==> src/rtl/iot_pkg.sv <==
// Shared definitions for the IOT pulse initiator: bus widths, IOP enable bit
// positions, slot-timer width and the sequencer state encoding.
package iot_pkg;

  localparam int DEV_W  = 6;
  localparam int WORD_W = 12;
  localparam int CNT_W  = 8;

  // Position of each IOP enable inside the latched instruction bits 9-11.
  localparam int IOP1_BIT = 2;
  localparam int IOP2_BIT = 1;
  localparam int IOP4_BIT = 0;

  typedef enum logic [2:0] {
    IDLE,
    SETTLE,
    P1,
    G1,
    P2,
    G2,
    P4,
    G4
  } state_t;

endpackage

==> src/rtl/iot_slot_timer.sv <==
// Slot timer: down-counter reloaded on every state entry, expire when it hits 0.
// Latency: a value L-1 loaded at one edge gives expire L edges later.
// No backpressure; load has priority over counting.
import iot_pkg::*;

module iot_slot_timer (
  input  logic             clk,
  input  logic             rst_n,
  input  logic             load,
  input  logic [CNT_W-1:0] load_val,
  output logic             expire
);

  logic [CNT_W-1:0] cnt;

  // Reload on state entry, otherwise count down and park at zero.
  always_ff @(posedge clk or negedge rst_n) begin
    if (!rst_n) begin
      cnt <= '0;
    end else if (load) begin
      cnt <= load_val;
    end else if (cnt != '0) begin
      cnt <= cnt - 1'b1;
    end
  end

  assign expire = (cnt == '0);

endmodule

==> src/rtl/iot_pulse_gen.sv <==
// IOT initiator: drives device code/AC and issues the IOP1/IOP2/IOP4 pulse train.
// Latency: fixed SETTLE+3*(PULSE_W+GAP_W) cycles from accepted start to done.
// No backpressure: start is ignored while busy or during the done cycle.
import iot_pkg::*;

module iot_pulse_gen #(
  parameter int unsigned SETTLE  = 2,
  parameter int unsigned PULSE_W = 2,
  parameter int unsigned GAP_W   = 2
) (
  input  logic              clk,
  input  logic              rst_n,
  input  logic              start,
  input  logic [DEV_W-1:0]  mb_dev,
  input  logic [2:0]        mb_iop,
  input  logic [WORD_W-1:0] ac,
  input  logic              io_skip,
  input  logic              io_ac_clear,
  input  logic [WORD_W-1:0] io_in,
  output logic [DEV_W-1:0]  bmb,
  output logic [WORD_W-1:0] bac,
  output logic              iop1,
  output logic              iop2,
  output logic              iop4,
  output logic              busy,
  output logic              done,
  output logic              skip,
  output logic              ac_clear,
  output logic [WORD_W-1:0] in_data
);

  // Timer reload values: each state lasts exactly its parameter in cycles.
  localparam logic [CNT_W-1:0] LD_SETTLE = CNT_W'(SETTLE - 1);
  localparam logic [CNT_W-1:0] LD_PULSE  = CNT_W'(PULSE_W - 1);
  localparam logic [CNT_W-1:0] LD_GAP    = CNT_W'(GAP_W - 1);

  state_t           state;
  state_t           state_next;
  logic             tmr_load;
  logic [CNT_W-1:0] tmr_val;
  logic             expire;
  logic             accept;
  logic             finish;
  logic [2:0]       iop_en;

  iot_slot_timer u_timer (
    .clk      (clk),
    .rst_n    (rst_n),
    .load     (tmr_load),
    .load_val (tmr_val),
    .expire   (expire)
  );

  // State register.
  always_ff @(posedge clk or negedge rst_n) begin
    if (!rst_n) begin
      state <= IDLE;
    end else begin
      state <= state_next;
    end
  end

  // Next state and timer reload; the slot sequence is fixed whatever mb_iop holds.
  always_comb begin
    state_next = state;
    tmr_load   = 1'b0;
    tmr_val    = '0;
    accept     = 1'b0;
    finish     = 1'b0;
    case (state)
      IDLE: begin
        // The done cycle is still IDLE, so a start there must be refused.
        if (start && !done) begin
          state_next = iot_pkg::SETTLE;
          tmr_load   = 1'b1;
          tmr_val    = LD_SETTLE;
          accept     = 1'b1;
        end
      end
      iot_pkg::SETTLE: if (expire) begin state_next = P1; tmr_load = 1'b1; tmr_val = LD_PULSE; end
      P1:              if (expire) begin state_next = G1; tmr_load = 1'b1; tmr_val = LD_GAP;   end
      G1:              if (expire) begin state_next = P2; tmr_load = 1'b1; tmr_val = LD_PULSE; end
      P2:              if (expire) begin state_next = G2; tmr_load = 1'b1; tmr_val = LD_GAP;   end
      G2:              if (expire) begin state_next = P4; tmr_load = 1'b1; tmr_val = LD_PULSE; end
      P4:              if (expire) begin state_next = G4; tmr_load = 1'b1; tmr_val = LD_GAP;   end
      G4:              if (expire) begin state_next = IDLE; finish = 1'b1; end
      default:         state_next = IDLE;
    endcase
  end

  // Registered pulses decoded from the next state so they change on the slot edge.
  always_ff @(posedge clk or negedge rst_n) begin
    if (!rst_n) begin
      iop1 <= 1'b0;
      iop2 <= 1'b0;
      iop4 <= 1'b0;
    end else begin
      iop1 <= (state_next == P1) && iop_en[IOP1_BIT];
      iop2 <= (state_next == P2) && iop_en[IOP2_BIT];
      iop4 <= (state_next == P4) && iop_en[IOP4_BIT];
    end
  end

  // Bus drive, enable latch and busy/done handshake.
  always_ff @(posedge clk or negedge rst_n) begin
    if (!rst_n) begin
      bmb    <= '0;
      bac    <= '0;
      iop_en <= '0;
      busy   <= 1'b0;
      done   <= 1'b0;
    end else begin
      done <= finish;
      if (accept) begin
        bmb    <= mb_dev;
        bac    <= ac;
        iop_en <= mb_iop;
        busy   <= 1'b1;
      end else if (finish) begin
        bmb  <= '0;
        bac  <= '0;
        busy <= 1'b0;
      end
    end
  end

  // Device responses are accumulated only while a pulse is on the bus.
  always_ff @(posedge clk or negedge rst_n) begin
    if (!rst_n) begin
      skip     <= 1'b0;
      ac_clear <= 1'b0;
      in_data  <= '0;
    end else if (accept) begin
      skip     <= 1'b0;
      ac_clear <= 1'b0;
      in_data  <= '0;
    end else if (iop1 || iop2 || iop4) begin
      skip     <= skip | io_skip;
      ac_clear <= ac_clear | io_ac_clear;
      in_data  <= in_data | io_in;
    end
  end

endmodule

==> config.mk <==
export PLATFORM = sky130hd
export DESIGN_NAME = iot_pulse_gen
export DESIGN_NICKNAME = d
export VERILOG_FILES = /design/src/rtl/iot_pkg.sv /design/src/rtl/iot_slot_timer.sv /design/src/rtl/iot_pulse_gen.sv
export SDC_FILE = /design/constraint.sdc
export NUM_CORES = 1
export LEC_CHECK = 0
export CAP_MARGIN = 30
export CORE_MARGIN = 1
export CORE_UTILIZATION = 45
export DETAILED_ROUTE_END_ITERATION = 10
export PLACE_DENSITY = 0.8
export SLEW_MARGIN = 30
export SYNTH_ARGS = -nofsm -noshare
export SYNTH_HDL_FRONTEND = slang
export SYNTH_SLANG_ARGS = --single-unit
==> constraint.sdc <==
create_clock -name clk -period 2.2 [get_ports clk]
set_input_delay 0.44 -clock clk [delete_from_list [all_inputs] [get_ports clk]]
set_output_delay 0.44 -clock clk [all_outputs]
set_load 0.02 [all_outputs]
# Word-level counts from Yosys, hierarchy flattened
# Cells that the tools add are included.
[word_totals]
ff_bits = 51
latchBits = 0
ramBits = 0
mem_bits_ro = 0
in_bits = 38
n_memories = 0
[classes]
addsub = 1
multipliers = 0
n_div = 0
n_lt_le_gt_ge = 0
eq_ne = 10
shift = 0
muxes = 31
n_bitwise = 3
reduce_logical = 14
[op_table]
columns = ["operator", "count"]
rows = [
  ["12-bit 2-to-1 mux", 4],
  ["3-bit 2-to-1 mux", 8],
  ["3-bit case mux with 8 select lines", 1],
  ["3-bit equality test, second input constant", 6],
  ["8-bit 2-to-1 mux", 2],
  ["1-bit 2-to-1 mux", 12],
  ["6-bit 2-to-1 mux", 2],
  ["12-bit OR", 1],
  ["3-bit by 2-bit equality test with 1-bit output, second input constant", 3],
  ["8-bit zero test", 1],
  ["8-bit nonzero test", 1],
  ["8-bit by 1-bit subtractor with 8-bit output, second input constant", 1],
  ["2-bit nonzero test", 3],
  ["6-bit OR reduction", 1],
  ["1-bit logical AND", 4],
  ["1-bit case mux with 2 select lines", 2],
  ["3-bit by 1-bit equality test with 1-bit output, second input constant", 1],
  ["3-bit zero test", 1],
  ["1-bit logical OR", 2],
  ["1-bit OR", 2],
  ["1-bit zero test", 1],
]

# Logic depth before layout (Yosys ltp)
[depth]
ltp_word = 6
depth_mapped = 7
mapped_depth_nobuf = 5

# By module
# From an unflattened synthesis, not the netlist that was laid out.
[unflattened]
hier_cells = 220
hier_area_um2 = 2263.4
[by_module_without_submodules]
columns = ["mod", "instances", "cells_each", "area_each_um2", "seq_area_each_um2"]
rows = [
  ["iot_pulse_gen", 1, 166, 1786.7, 1076.0],
  ["iot_slot_timer", 1, 54, 476.7, 200.2],
]

# Worst setup path after synthesis
# No wires, ideal clock.
[synth_timing]
path_kind = "register to register"
startpoint = "register u_timer.cnt[0]"
endpoint = "register u_timer.cnt[1]"
setup_time_ns = 0.146
arrival_time_ns = 1.737
required_time_ns = 2.054
slack_ns = 0.316
path_stages_with_launch = 7
path_buffers = 1
synth_period_minus_slack_ns = 1.884
cell_sequence = "dfrtp_1 -> inv_1 -> ha_1 -> nor3b_1 -> and4_1 -> clkbuf_1 -> a2111oi_0"
[synth_via]
elab_chain_cells = 4
elab_cells_between_ends = 8
cone_classes = "1 x add/sub; 4 x mux; 3 x reduce/logical"
[synth_lines]
columns = ["element", "line", "text"]
rows = [
  ["start, declared", "iot_slot_timer.sv:14", "logic [CNT_W-1:0] cnt;"],
  ["start signal, assigned", "iot_slot_timer.sv:21", "cnt <= load_val;"],
  ["start signal, assigned", "iot_slot_timer.sv:23", "cnt <= cnt - 1'b1;"],
  ["branches (longest 4 deep; another with 8-bit by 1-bit subtractor with 8-bit output)", "-", ""],
]
# Parallel ways; which one is timed is not known. The select of a mux whose other input is x is not followed.
# A chain may end at the register's enable or synchronous reset.

# Worst setup path after layout
[layout_timing]
startpoint = "register u_timer.cnt[3]"
endpoint = "register u_timer.cnt[7]"
# The elaborated chain is that of the path after synthesis.

==> impl_metrics.toml <==
[status]
status = "finished with violations"
violations = "design-rule violations"

[timing]
hold_ws_ps = 110
final-max-slew-violation-count = 0
finalSetupViolCount = 0
finalSetupTns_ps = 0
fin_crit_sh_pct = 91.9
hold_viol_final = 0
slew_headroom_pct = 70.4
finalWorstSetupSlack_ps = 177
max_freq_ghz = 0.494
clock-skew-final_ps = 6.47
period_needed_ps = 2020
rsz0062_at_grt = "no"
tightestPinTransition_ps = 445

[place]
hpwl_microns = 3250
place_area_sq_um = 2990
place.port_buffers = 74
gp_congestion = 0.816
preCtsSetupSlack_ps = 202

[floorplan]
start_util_pct = 48.1
dieArea_sq_um = 5100
dieHeight_microns = 71.4
coreArea_sq_um = 4500
num_rows = 24
ios = 75
die_x_microns = 71.4

[worst_setup_path]
cp_max_fo = 10
worst_ep_arrival_time_ps = 2250
critical_path_required_ps = 2430
worstSetupPathType = "flip-flop to flip-flop"
endpoint_kind = "flip-flop"
start_kind = "flip-flop"

[drt]
detail-route-antenna-nets = 0
drt-total-wl_microns = 4860
dr.pass1.iters = 7
wire_per_inst_microns = 15.0
vias_per_cell = 5.46
vias = 1769
drc = 10
first_iter_violations = 108

[yosys]
yosysMostFrequentCell = "dfrtp_1"
syn-cell-area_sq_um = 2170
synth_seq_cells = 51
synth.area.top_cells = "dfrtp_1 59%, o2bb2ai_1 7.3%, o21ai_0 5.8%, a21oi_1 3.7%, nor2_1 3.1%"
synth_edf_count = 0
yosysTopAreaCell = "dfrtp_1"
ys.warnings.count = 0
synthArstFlopShare_pct = 100
syn_area_per_cell_sq_um = 10.9
synth_nets = 238
synthCells = 199
ys_top_cells_by_count = "51 x dfrtp_1, 25 x o21ai_0, 18 x nor2_1, 18 x o2bb2ai_1, 16 x a21oi_1"
synth_flop_cell = "dfrtp_1"
synth.top_cell.area_share_pct = 58.9
seq_area_frac_synth_pct = 58.9
ys_types = 34

[min_path]
hp-class = "input port to asynchronous set/reset pin"

[cts]
clk_path_buf_depth = 2
hold_buffers = 0
cts_buffers = 5
ctsHtreeMaxLevel = 2
cts_num_sinks = 51
cts_tree = "built"
cts_root_buffer = "clkbuf_8"
ctsResizeCount = 0
post_cts_buffers = 0
clkLatencyLatePin_ps = 300
path_clk_slew_ps = 90

[cells_and_area]
fin_nets = 310
drive_gt1_share_pct = 9.93
finalInstanceArea_sq_um = 3120
fin_util_pct = 69.4
syn_to_final_growth_pct = 44.2
n_antenna_cell = 0

[global_routing]
antenna_found_initial = 0
grt_util_all_layers_pct = 20.5
grt_pass1_vias = 1704
grt_pass1_wl_microns = 8110
grt_max_degree = 52
overflow = 0

[pwr]
p_leak_uw = 0.00128
cellPowerDensity_nw_per_um2 = 1460
peakVddDrop_mv = 0.699

[job]
maxCapViolCount = 0
[stage by stage]
stage,std cells,total power (uW)
after global routing,324,4870
final,324,4550
after CTS,324,4580
after detailed placement,316,3800
after floorplan,199,2860
after global placement,316,3740
[critical path, stage by stage, from the launching register on]
cell	delay, ps
dfrtp_1	470
or4_1	730
or4_1	580
a211oi_2	180
[report_power, final]
part	leakage, uW	total, uW	internal (uW)	switching (uW)
sequential	0.000634	1640	1360	282
combinational	0.000577	2150	1020	1130
clock	0.0000644	764	453	311
total	0.00128	4550	2830	1720
[layout by cell type (no fill, tap or decap), types with 2 or more instances in the layout]
master,n
or3_1,4
bufinv_16,2
a21oi_1,16
o2bb2ai_1,18
a211oi_1,5
nand3_1,3
xnor2_1,2
buf_4,8
clkbuf_8,5
nor2b_1,2
nand2b_1,5
or4_1,2
dfrtp_1,51
o21ai_0,25
inv_1,3
a211o_1,4
nand2_1,3
nor2_1,17
clkdlybuf4s50_1,73
mux2_2,3
[flip-flops by register name, indices dropped and copies added, names as in the netlist]
signal	cells
done	1
iop2	1
bmb	6
iop4	1
in_data	12
u_timer.cnt	8
iop1	1
ac_clear	1
iop_en	3
state	3
bac	12
busy	1
skip	1
[routing by layer]
| layer | part of all wire, % | global-route usage (%) |
|---|---|---|
| met5 | 0 | 0 |
| met4 | 0.84 | 4.67 |
| met3 | 6.7 | 4.36 |
| met2 | 48 | 34.5 |
| met1 | 45 | 27.4 |
[layout make-up]
| cell class | instances | area [sq um] |
|---|---|---|
| timing repair buffer | 83 | 816 |
| sequential | 51 | 1280 |
| inverter | 3 | 11.3 |
| tap | 52 | 65.1 |
| multi-input combinational | 127 | 820 |
| clock inverter | 3 | 67.6 |
| clock buffer | 5 | 68.8 |
| fill | 345 | 1380 |
[cell families (layout without fill, tap and decap cells)]
kind of cell             Yosys count  after routing  share of synthesized area, %
AND/OR/NAND/NOR                   47             47                          11.8
multiplexers                       3              3                          1.56
buffers and inverters             21             94                          3.87
flip-flops                        51             51                          58.9
XOR/XNOR                           2              2                         0.808
AO/OA/AOI/OAI                     74             74                          22.5
adder cells (fa/ha/maj)            1              1                         0.577
[path summary, 6_finish.rpt]
kind	start	to	slack (ps)	depth (start not counted)
max	u_timer.cnt[3]	u_timer.cnt[7]	180	3
min	rst_n	bac[4]	110	2
max reg2reg	u_timer.cnt[3]	u_timer.cnt[7]	180	3
min reg2reg	in_data[0]	in_data[0]	500	2
max in group asynchronous	rst_n	bmb[4]	1860	2
min in group clk	in_data[0]	in_data[0]	500	2
No activity file was read; power rests on OpenSTA's default activity.
